--- src/rtl/cnt_wrap_mon.sv ---
// cnt_wrap_mon: watches an up/down counter, counts wraps into a saturating
// total, and announces each new total over a four-phase req/ack handshake.
// Wraps that arrive while a handshake is in flight coalesce into one
// follow-up request carrying the latest total.
// Optional: define CNT_WRAP_MON_STEP_CHECK_EN to build the illegal-step
// detector that drives step_err; otherwise step_err is tied low.
module cnt_wrap_mon #(
  parameter int CNT_W = 4,
  parameter int EVT_W = 8
) (
  input  logic             clk,
  input  logic             rst,
  input  logic [CNT_W-1:0] cnt_in,
  input  logic             dir,
  input  logic             load,
  input  logic             clr,
  input  logic             evt_ack,
  output logic             evt_req,
  output logic [EVT_W-1:0] evt_data,
  output logic [EVT_W-1:0] wrap_cnt,
  output logic             sat,
  output logic             step_err
);

  typedef enum logic [1:0] {IDLE, REQ, DROP} state_t;

  localparam logic [CNT_W-1:0] CMAX  = '1;
  localparam logic [CNT_W-1:0] CZERO = '0;
  localparam logic [EVT_W-1:0] EMAX  = '1;
  localparam logic [EVT_W-1:0] ONE_E = EVT_W'(1);

  state_t           state_q, state_d;
  logic [CNT_W-1:0] prev_q;
  logic             prev_vld_q;
  logic [EVT_W-1:0] wrap_cnt_q, wrap_cnt_d;
  logic [EVT_W-1:0] evt_data_q, evt_data_d;
  logic             sat_q, sat_d;
  logic             pend_q, pend_d;
  logic             wrap_det, wrap_hit;

  // Wrap = terminal value followed by the opposite terminal in the counting
  // direction; a load cycle is a new base, never a wrap. clr discards it.
  always_comb begin
    wrap_det = 1'b0;
    if (prev_vld_q && !load) begin
      if (!dir) wrap_det = (prev_q == CMAX)  && (cnt_in == CZERO);
      else      wrap_det = (prev_q == CZERO) && (cnt_in == CMAX);
    end
    wrap_hit = wrap_det && !clr;
  end

  // Accumulator, sticky saturation, handshake FSM and coalescing flag.
  always_comb begin
    state_d    = state_q;
    evt_data_d = evt_data_q;
    pend_d     = pend_q;
    wrap_cnt_d = wrap_cnt_q;
    sat_d      = sat_q;

    if (clr) begin
      wrap_cnt_d = '0;
      sat_d      = 1'b0;
    end else if (wrap_hit && (wrap_cnt_q != EMAX)) begin
      wrap_cnt_d = wrap_cnt_q + ONE_E;
      if (wrap_cnt_d == EMAX) sat_d = 1'b1;
    end

    case (state_q)
      IDLE: begin
        // A pending wrap is dropped by clr, so it cannot raise a request then.
        if (wrap_hit || (pend_q && !clr)) begin
          state_d    = REQ;
          evt_data_d = wrap_cnt_d;
        end
      end
      REQ:     if (evt_ack)  state_d = DROP;
      DROP:    if (!evt_ack) state_d = IDLE;
      default: state_d = IDLE;
    endcase

    if (clr)                                     pend_d = 1'b0;
    else if (state_q == IDLE && state_d == REQ)  pend_d = 1'b0;
    else if (wrap_hit && state_q != IDLE)        pend_d = 1'b1;
  end

  // State registers; reset abandons any handshake in progress.
  always_ff @(posedge clk or posedge rst) begin
    if (rst) begin
      state_q    <= IDLE;
      prev_q     <= '0;
      prev_vld_q <= 1'b0;
      wrap_cnt_q <= '0;
      evt_data_q <= '0;
      sat_q      <= 1'b0;
      pend_q     <= 1'b0;
    end else begin
      state_q    <= state_d;
      prev_q     <= cnt_in;
      prev_vld_q <= 1'b1;
      wrap_cnt_q <= wrap_cnt_d;
      evt_data_q <= evt_data_d;
      sat_q      <= sat_d;
      pend_q     <= pend_d;
    end
  end

  assign evt_req  = (state_q == REQ);
  assign evt_data = evt_data_q;
  assign wrap_cnt = wrap_cnt_q;
  assign sat      = sat_q;

`ifdef CNT_WRAP_MON_STEP_CHECK_EN
  localparam logic [CNT_W-1:0] ONE_C = CNT_W'(1);
  logic step_err_q, step_bad;

  // Legal moves: hold, one step in the current direction, or a wrap.
  always_comb begin
    step_bad = 1'b0;
    if (prev_vld_q && !load && (cnt_in != prev_q) && !wrap_det) begin
      if (!dir) step_bad = (cnt_in != (prev_q + ONE_C));
      else      step_bad = (cnt_in != (prev_q - ONE_C));
    end
  end

  // Sticky illegal-step flag, cleared by clr.
  always_ff @(posedge clk or posedge rst) begin
    if (rst)           step_err_q <= 1'b0;
    else if (clr)      step_err_q <= 1'b0;
    else if (step_bad) step_err_q <= 1'b1;
  end

  assign step_err = step_err_q;
`else
  assign step_err = 1'b0;
`endif

endmodule

--- config.mk ---
export PLATFORM = sky130hd
export DESIGN_NAME = cnt_wrap_mon
export DESIGN_NICKNAME = d
export VERILOG_FILES = /design/src/rtl/cnt_wrap_mon.sv
export SDC_FILE = /design/constraint.sdc
export NUM_CORES = 1
export LEC_CHECK = 0
export CAP_MARGIN = 5
export CORE_MARGIN = 1.5
export CORE_UTILIZATION = 26
export DETAILED_ROUTE_END_ITERATION = 8
export SLEW_MARGIN = 20
export SYNTH_ARGS = -nofsm -noshare
export SYNTH_HDL_FRONTEND = slang
export SYNTH_SLANG_ARGS = --single-unit
--- constraint.sdc ---
create_clock -name clk -period 2.1 [get_ports clk]
set_input_delay 0.315 -clock clk [delete_from_list [all_inputs] [get_ports clk]]
set_output_delay 0.315 -clock clk [all_outputs]
set_load 0.05 [all_outputs]
* Yosys cells after proc, flatten, opt, wreduce, memory -nomap -nowiden *
Index checks and enable logic that the tools add are counted.

word-level totals
  logic and storage cells = 49
  bits of input ports = 10
  bits in registers = 25

cells by class
  reduce and logical (&&, ||, !) cells = 20
  eq/ne operators = 7
  add/sub/neg operators = 1
  mux-type cells = 14

operators by type and width
  operator               number
  $mux W8                2
  $add A8 B1 Y8 const B  1
  $eq A4 B4 Y1 const B   2
  $eq A8 B8 Y1 const B   1
  $logic_and A1 B1 Y1    8
  $logic_not A4 Y1       2
  $mux W1                8
  $ne A8 B8 Y1 const B   1
  $mux W2                3
  $pmux W2 S3            1
  $reduce_bool A2 Y1     3
  $eq A2 B1 Y1 const B   2
  $reduce_and A2 Y1      2
  $reduce_bool A3 Y1     1
  $eq A2 B2 Y1 const B   1
  $logic_not A1 Y1       2
  $logic_not A2 Y1       1
  $logic_or A1 B1 Y1     1

* Longest topological paths before layout *
Gate-level depths: netlist of the first run.

  word-level depth = 12
  gate-level depth with buffers = 7
  gate-level depth less buffers = 7

* Worst setup path after synthesis of the first run *
No wires, ideal clock.

  kind = register to register
  from = register wrap_cnt_q[0], in the netlist wrap_cnt[0]
  to = register evt_data_q[3], in the netlist evt_data[3]
  period minus slack after synthesis = 2270 ps
  arrival time = 2199 ps
  buffers on the path = 0
  cell stages (with the launch flop) = 7
  required time = 2028 ps
  path slack = -170 ps
  library setup time = 72 ps
  cell sequence = dfrtp_1 ha_1 nand3_1 nor3_1 nor3b_1 a32o_1 nor2_1

between the ends
  word-level cells in the longest chain between the ends = 4
  elaborated cells between the ends (all ways) = 5
  classes of those cells = add/sub: 1; eq/ne: 1; mux: 2; reduce/logical: 1

ends and longest elaborated chain
  item                                                   line  source
  start: declaration                                     35    logic [EVT_W-1:0] wrap_cnt_q, wrap_cnt_d;
  start signal: assignment                               100   wrap_cnt_q <= wrap_cnt_d;
  branches (longest 2 deep; another with $add A8 B1 Y8)  --
  $mux W8 (*)                                            63    end else if (wrap_hit && (wrap_cnt_q != EMAX)) begin
  $mux W8 (*)                                            60    if (clr) begin
  end signal: assignment                                 101   evt_data_q <= evt_data_d;
  end: declaration                                       36    logic [EVT_W-1:0] evt_data_q, evt_data_d;

Mark *: on every way between the ends.
A chain may end at the register's enable or synchronous reset.

* Worst setup path after layout of the first run *
  from = input port cnt_in[2]
  to = register evt_data_q[0], in the netlist evt_data[0]

between the ends
  word-level cells in the longest chain between the ends = 8
  elaborated cells between the ends (all ways) = 12
  classes of those cells = eq/ne: 1; mux: 4; reduce/logical: 7

ends and longest elaborated chain
  item                                                     line    source
  start: declaration                                       13      input logic [CNT_W-1:0] cnt_in,
  $eq A4 B4 Y1 / $logic_not A4 Y1 (equally long branches)  47, 46
  $logic_and A1 B1 Y1 (on tied branches)                   47, 46
  $mux W1 (*)                                              46      if (!dir) wrap_det = (prev_q == CMAX) && (cnt_in == CZERO);
  $mux W1 (*)                                              45      if (prev_vld_q && !load) begin
  $logic_and A1 B1 Y1 (*)                                  49      wrap_hit = wrap_det && !clr;
  $logic_and A1 B1 Y1                                      63
  $mux W8                                                  63
  $mux W8                                                  60

Every way passes the cells marked *; elsewhere a longest branch is shown, timed or not.

==> run metrics, run 1 <==
Net Sw Frac=22.8%; Post-Route Skew=3.57 ps; vias in the first global route=1099; MaxCap Viol Count=0; Layout fillers=512; total power=846 µW; syn nets=144; CTS tree=done; Rel. slew slack=66.3%; RD Place Congestion=0.798; Worst-path clk slew=90 ps; Unique masters post-synth=49; clock latency on the worst-skew pair=270 ps; VDD IR max=0.247 mV; Initial Utilization=27.6%; PwrDens=434 mW/mm²; final std cells w/o fill=251; top cells by area, synth=dfrtp_1 (47%), nor2_1 (5.0%), xnor2_1 (3.9%); Max Clk Rate=486 MHz; pin count of the biggest net entering global routing=26; largest family of logic cells by synthesized area=simple AND/OR/NAND/NOR gates; net load switching power=193 µW; Die Ht=74.8 µm; Int Pwr=653 µW; post-synth top area cell=dfrtp_1; aggregate global-route resource usage=12.7%; outcome=finished clean; # rows=25; Finish-stage setup viols=0; Post-Synth Adder-Cell Area=1.87%; Clock Path Buffers=2; Startpoint Class=primary input; Place WS=-623 ps; H-tree depth=1; core region area=0.00485 mm²; Seq pwr share=58.3%; Syn Area/Cell=10.1 µm²; antenna fix cells=0; Worst Path Required=2280 ps; Final Hold Vio Count=0; DRC=0; antenna violations before repair=0; Post-Syn Area=0.00134 mm²; total number of vias=1125; Via-to-Cell Ratio=4.48; post-DP HPWL=2.37 mm; Final min period=2060 ps; die area=0.00559 mm²; async set or reset register ratio after synthesis=100%; final slew viol count=0; Fin Setup TNS=0 ps; Yosys warnings=0; critical path class=in2reg; wire per inst=12.7 µm; placed insts=245; Hold Slack=243 ps; first-pass GRT wire length=5.33 mm; CP Capture Type=flip-flop; ANT nets after route=0; Combinational Power Share=8.4%; die width=74.8 µm; ys flop type=dfrtp_1; drt first-iter violations=43; Root Buffer=clkbuf_8; RSZ-0062 raised after global routing=true; nets@finish=197; router iterations before antenna repair=4; Compound-Gate Fraction of Synth Area=12.5%; part of the cycle the worst path needs=98.0%; post-synthesis mux area share=4.21%; area grow syn2layout=45.6%; Crit Path Max Fanout=8; Clock Power Share=33.3%; Yosys reg bits=25; Post-synth EDFFs=0; PortBufs=27; I/O Pins=29; final WL=3.18 mm; Crit path arrival time=2230 ps; Slew @ Worst Pin=504 ps; CTS Sinks=25; fraction of layout cells with a size suffix above 1=26.6%; Leak=0.000832 µW; Syn Inst Count=132; Synth top area share=46.7%; post-synthesis simple-gate area fraction=25.1%; post-synthesis xor/xnor area fraction=5.23%; most common cell in the netlist=dfrtp_1; TritonCTS Buffers=3; Worst Hold Class=in2reg; Post-synth top cells=dfrtp_1 (25), nor2_1 (18), nand2_1 (9); grt ovf=0; post-synthesis sequential area ratio=46.7%; Final Worst Setup Slack=41.1 ps
-- layer usage --
metal | global-route usage, % | part of all wire [%]
met2 | 20.2 | 45
met3 | 3.08 | 4.1
met4 | 2.42 | 0.60
met5 | 0 | 0
met1 | 17.7 | 50
-- worst max-delay path, cell delays in order --
cell	delay, ps
buf_6	90
or4_4	540
nor4b_4	280
buf_4	160
o211ai_4	130
buf_6	170
nor2_4	120
buf_6	130
mux2i_2	70
o31ai_1	220
-- placed cells by master, fill, tap and decap left out, types with 2 or more instances in the layout --
master           instances
nor3_1                   4
buf_6                    5
nand3_1                  4
clkdlybuf4s50_1         22
mux2i_1                  2
o21ai_1                  2
nand2b_1                 4
inv_1                    5
buf_4                   24
nor2_1                  18
clkbuf_8                 3
conb_1                   2
and3_1                   2
nand4_1                  2
xor2_1                   2
a21oi_1                  3
nor3_2                   2
ha_1                     2
nor3b_1                  2
xnor2_1                  6
dfrtp_1                 25
nand2_1                  8
o21ai_0                  4
-- power by group through the flow --
stage	logic, µW	clock network [µW]	registers [µW]
floorplan	24.0	0	511
global placement	71.1	0	502
detailed placement	72.0	0	502
CTS	69.7	297	493
global route	77.9	315	494
finish	71.4	281	493
-- sequential cells by signal, indices dropped and copies added (netlist names) --
name and count:
prev_vld_q 1, wrap_cnt 8, state_q 2, evt_data 8
sat 1, pend_q 1, prev_q 4
-- cells by family after synthesis --
| group | Yosys count |
|---|---|
| AND/OR/NAND/NOR | 57 |
| XOR/XNOR | 8 |
| flip-flops | 25 |
| adder cells (fa/ha/maj) | 2 |
| multiplexers | 5 |
| other | 2 |
| buffers and inverters | 10 |
| AO/OA/AOI/OAI | 23 |
-- area by class of cell --
class / instances / area (µm²) / area share [%]
multi-input combinational: 97 / 703 / 36.1
clock inverter: 1 / 5.00 / 0.257
inverter: 5 / 18.8 / 0.963
sequential: 25 / 626 / 32.1
timing repair buffer: 53 / 472 / 24.2
tap: 67 / 83.8 / 4.30
clock buffer: 3 / 41.3 / 2.12
-- repair_timing --
| action | 4_1_cts | 5_1_grt |
|---|---|---|
| buffers inserted | 1 | 1 |
| pin swaps | 6 | 8 |
| cloned | 0 | 0 |
| setup endpoints to repair | 19 | 15 |
| endpoints found under the hold margin | 0 | 0 |
| hold buffers | 0 | 0 |
| resized for setup | 19 | 6 |
-- stage by stage --
stage,util (%),area [µm²]
3_3_place_gp,38.0,1840
3_5_place_dp,38.0,1840
2_1_floorplan,-,1340
5_1_grt,40.2,1950
6_report,40.2,1950
4_1_cts,39.8,1930
-- final timing paths --
path	startpoint	endpoint	slack, ps	depth (start not counted)
max	cnt_in[2]	evt_data[0]	40	10
min	cnt_in[3]	prev_q[3]	240	2
max reg2reg	prev_q[1]	evt_data[0]	160	9
min reg2reg	evt_data[4]	evt_data[4]	500	1
max in group asynchronous	rst	pend_q	1460	3
min in group asynchronous	rst	prev_q[3]	400	3
Note: power is estimated with default switching activity, not from simulation.
==> inputs of run 2 (changes only) <==
- PLACE_DENSITY_LB_ADDON: not set -> 0.25
- clock period: 2.1 -> 1.9 ns (I/O delays scaled with it)
==> run metrics, run 2 (same netlist as run 1, synthesis figures left out) <==
Crit Path Max Fanout=6; CTS Sinks=25; commonest non-fill, non-tap cell in the layout=buf_4; Final Worst Setup Slack=-34.4 ps; I/O Pins=29; Clock Power Share=33.7%; aggregate global-route resource usage=13.2%; wire per inst=14.1 µm; Finish-stage setup viols=4; drt first-iter violations=44; DRC=0; # rows=25; first-pass GRT wire length=5.66 mm; Net Sw Frac=23.5%; part of the cycle the worst path needs=102%; outcome=finished, violations left; nets@finish=195; commonest cells after routing, fill and taps aside=buf_4 (26), dfrtp_1 (21), nor2_1 (15), clkdlybuf4s50_1 (15); Leak=0.000841 µW; Worst Hold Class=in2reg; VDD IR max=0.216 mV; antenna violations before repair=0; PortBufs=27; Worst-path clk slew=90 ps; clock latency on the worst-skew pair=270 ps; grt ovf=0; router iterations before antenna repair=4; Seq pwr share=57.8%; CTS tree=done; Rel. slew slack=65.7%; Clock Path Buffers=2; ANT nets after route=0; net load switching power=222 µW; MaxCap Viol Count=0; Combinational Power Share=8.5%; critical path cell sequence=clkdlybuf4s15_1 > or4_4 > nor4b_4 > o211a_4 > mux2_4 > mux2i_2 > o31ai_2; final WL=3.51 mm; Startpoint Class=primary input; post-DP HPWL=2.46 mm; area grow syn2layout=50.0%; die width=74.8 µm; final slew viol count=0; Die Ht=74.8 µm; critical path class=in2reg; Slew @ Worst Pin=513 ps; Int Pwr=723 µW; vias in the first global route=1177; Hold Slack=211 ps; CP bufs+invs=1; core region area=0.00485 mm²; CP Capture Type=flip-flop; Root Buffer=clkbuf_8; Post-Route Skew=1.23 ps; Via-to-Cell Ratio=4.64; Final min period=1930 ps; CP top delay family=simple AND/OR/NAND/NOR gates; Layout fillers=462; Place WS=-680 ps; antenna fix cells=0; failing checks=negative setup slack; Worst Path Required=2060 ps; H-tree depth=1; Initial Utilization=27.6%; die area=0.00559 mm²; Max Clk Rate=517 MHz; RSZ-0062 raised after global routing=true; Final Hold Vio Count=0; fraction of layout cells with a size suffix above 1=38.5%; TritonCTS Buffers=3; total number of vias=1156; pin count of the biggest net entering global routing=26; crit path max-delay cell type=or4_4; PwrDens=470 mW/mm²; RD Place Congestion=0.926; Max stage delay on crit path=430 ps; Crit path arrival time=2090 ps
==> run 2: area by class of cell <==
cell class	count	area, µm²	share of cell area, %
Clock buffer	3	41.3	2.06
Clock inverter	1	5.00	0.249
Multi-Input combinational cell	97	778	38.8
Timing Repair Buffer	51	450	22.4
Sequential cell	25	631	31.4
Tap cell	67	83.8	4.17
Inverter	5	18.8	0.935
==> run 2: final timing paths <==
| kind | startpoint | depth (start not counted) | slack [ps] | endpoint |
|---|---|---|---|---|
| worst max-delay path | cnt_in[1] | 7 | -30 | evt_data[0] |
| worst min-delay path | cnt_in[3] | 2 | 210 | prev_q[3] |
| worst max register to register | prev_q[1] | 8 | -20 | evt_data[7] |
| worst min register to register | evt_data[6] | 2 | 510 | evt_data[6] |
| max in group asynchronous | rst | 3 | 1270 | wrap_cnt[5] |
| min in group asynchronous | rst | 3 | 360 | prev_vld_q |
==> run 2: metrics by stage <==
step | setup TNS [ps] | utilization (%) | power (µW) | cells | instance area [µm²]
6_report | -71.5 | 41.4 | 944 | 249 | 2010
5_1_grt | -1070 | 41.4 | 988 | 249 | 2010
4_1_cts | -159 | 39.8 | 956 | 249 | 1930
3_5_place_dp | -10740 | 37.2 | 634 | 241 | 1810
3_3_place_gp | -10120 | 37.2 | 633 | 241 | 1810
2_1_floorplan | -319 | - | 591 | 132 | 1350
==> run 2: worst reg2reg max path: stages, from the launching register on <==
cell and delay [ps]:
dfrtp_1 390, nor3_1 210, nor4bb_2 260, buf_4 180, o211ai_4 110, buf_6 160, nor4_4 150, nor3_2 80
mux2_4 260
==> run 2: timing repair <==
item | in CTS | in global routing
gates resized for setup | 29 | 15
buffers inserted | 4 | 0
pin swaps | 7 | 8
setup endpoints to repair | 18 | 16
hold buffers | 0 | 0
==> run 2: routing by layer <==
layer  track usage [%]  vias to the layer above  wire length, µm
li1                  -                      560                -
met1              17.8                      576             1620
met2              22.0                       18             1750
met3              2.14                        2              125
met4              4.04                        0               22
met5                 0                        -                0
==> run 2: power groups by stage <==
stage / logic [µW] / clock network (µW) / registers, µW
finish: 80.2 / 318 / 546
global route: 87.0 / 354 / 547
CTS: 78.4 / 333 / 545
detailed placement: 79.2 / 0 / 555
global placement: 77.8 / 0 / 555
floorplan: 26.6 / 0 / 564
==> inputs of run 3 (changes only) <==
- CORE_MARGIN: 1.5 -> 4
- TNS_END_PERCENT: not set -> 30
==> run metrics, run 3 (same netlist as run 1, synthesis figures left out) <==
outcome=finished, violations left; failing checks=negative setup slack; sequential cell area=631 µm²; Fin Setup TNS=-153 ps; drt first-iter violations=46; Root Buffer=clkbuf_8; commonest cells after routing, fill and taps aside=buf_4 (27), dfrtp_1 (21), nor2_1 (18); Reg2Reg Setup Slack=40 ps; commonest non-fill, non-tap cell in the layout=buf_4; Final Hold Vio Count=0; VDD IR max=0.206 mV; Via-to-Cell Ratio=4.86; placed insts=241; crit path max-delay cell type=or4_4; Max Clk Rate=514 MHz; Layout fillers=466; Die Ht=79.8 µm; Slew @ Worst Pin=511 ps; H-tree depth=1; CP endpoint=evt_data[7]; die width=79.8 µm; Final min period=1950 ps; reg2reg end=evt_data[0]; first-pass GRT wire length=5.87 mm; Max stage delay on crit path=530 ps; wire per inst=13.9 µm; nets@finish=195; Worst-path clk slew=90 ps; final WL=3.45 mm; Startpoint Class=primary input; PortBufs=27; Final Worst Setup Slack=-46.9 ps; final slew viol count=0; RSZ-0062 raised after global routing=true; Post-Route Skew=8.32 ps; CTS tree=done; Leak=0.000841 µW; Rel. slew slack=65.8%; antenna fix cells=0; vias in the first global route=1246; MaxCap Viol Count=0; router iterations before antenna repair=4; worst r2r src=prev_q[1]; fraction of layout cells with a size suffix above 1=37.4%; area grow syn2layout=49.8%; Initial Utilization=27.6%; total number of vias=1210; grt ovf=0; I/O Pins=29; # rows=25; Crit path arrival time=2100 ps; ANT nets after route=0; multi-input logic area=790 µm²; part of the cycle the worst path needs=102%; Crit. Startpoint=cnt_in[2]; die area=0.00636 mm²; final std cells w/o fill=249; pin count of the biggest net entering global routing=26; core region area=0.00485 mm²; CTS Sinks=25; r2r worst-path depth=7; RD Place Congestion=0.928; Hold Buf Count CTS=0; post-DP HPWL=2.55 mm; Finish-stage setup viols=6; Clock Path Buffers=2; critical path class=in2reg; Worst Path Required=2050 ps; CP Capture Type=flip-flop; aggregate global-route resource usage=11.6%; PwrDens=470 mW/mm²; TritonCTS Buffers=3; critical path cell sequence=buf_6 > or4_4 > nor4b_4 > buf_4 > o211ai_4 > nor4_4 > nor3_2 > mux2_4; DRC=0; antenna violations before repair=0; Worst Hold Class=in2reg; Crit Path Max Fanout=4; clock latency on the worst-skew pair=270 ps
[run 3: stage by stage]
step                      total power [µW]  cell area [µm²]  setup WS, ps  hold WS (ps)  utilization [%]
after floorplan                        591             1350         -89.1           312                -
after global placement                 632             1810          -771           484             37.2
after detailed placement               634             1810          -833           479             37.2
after CTS                              952             1940         -88.7           115             40.0
after global routing                   983             2010          -135           110             41.4
final                                  942             2010         -46.9           119             41.4
[run 3: worst min path at each step]
stage                            from           to  slack [ps]  cells after the start
final                       cnt_in[3]    prev_q[3]         120                      1
after global routing        cnt_in[3]    prev_q[3]         110                      1
after CTS                   cnt_in[3]    prev_q[3]         110                      1
after detailed placement  evt_data[0]  evt_data[0]         480                      2
after global placement    evt_data[4]  evt_data[4]         480                      1
after floorplan                   rst  evt_data[0]         310                      1
[run 3: final cells by class]
type	count	area share, %
inverters	5	0.936
repair buffers	50	21.8
flip-flops and latches	25	31.4
well taps	67	4.18
clock buffers	3	2.06
multi-input cells	98	39.4
clock inverters	1	0.250
[run 3: worst max-delay path, delay by kind of cell]
kind | cells | cell delay, ps
AND/OR/NAND/NOR | 4 | 1160
buffers and inverters | 2 | 280
multiplexers | 1 | 260
AO/OA/AOI/OAI | 1 | 110
[run 3: repair_timing]
item / 4_1_cts / 5_1_grt
setup buffers: 1 / 2
resized for setup: 32 / 11
pin swaps: 7 / 11
cloned: 1 / 0
setup endpoints to repair: 19 / 17
[run 3: routing by layer]
layer	up-vias	part of all wire (%)	GRT usage, %
met5	-	0	0
met4	0	1.2	4.22
met3	4	5.4	2.03
met2	36	50	19.9
met1	597	43	14.5
li1	573	-	-
[run 3: power breakdown]
group	leakage (µW)	switching (µW)	internal, µW	total (µW)
logic	0.000484	44.4	35.5	79.9
registers	0.000331	7.49	540	547
clock network	0.0000255	168	147	315
total	0.000841	220	722	942
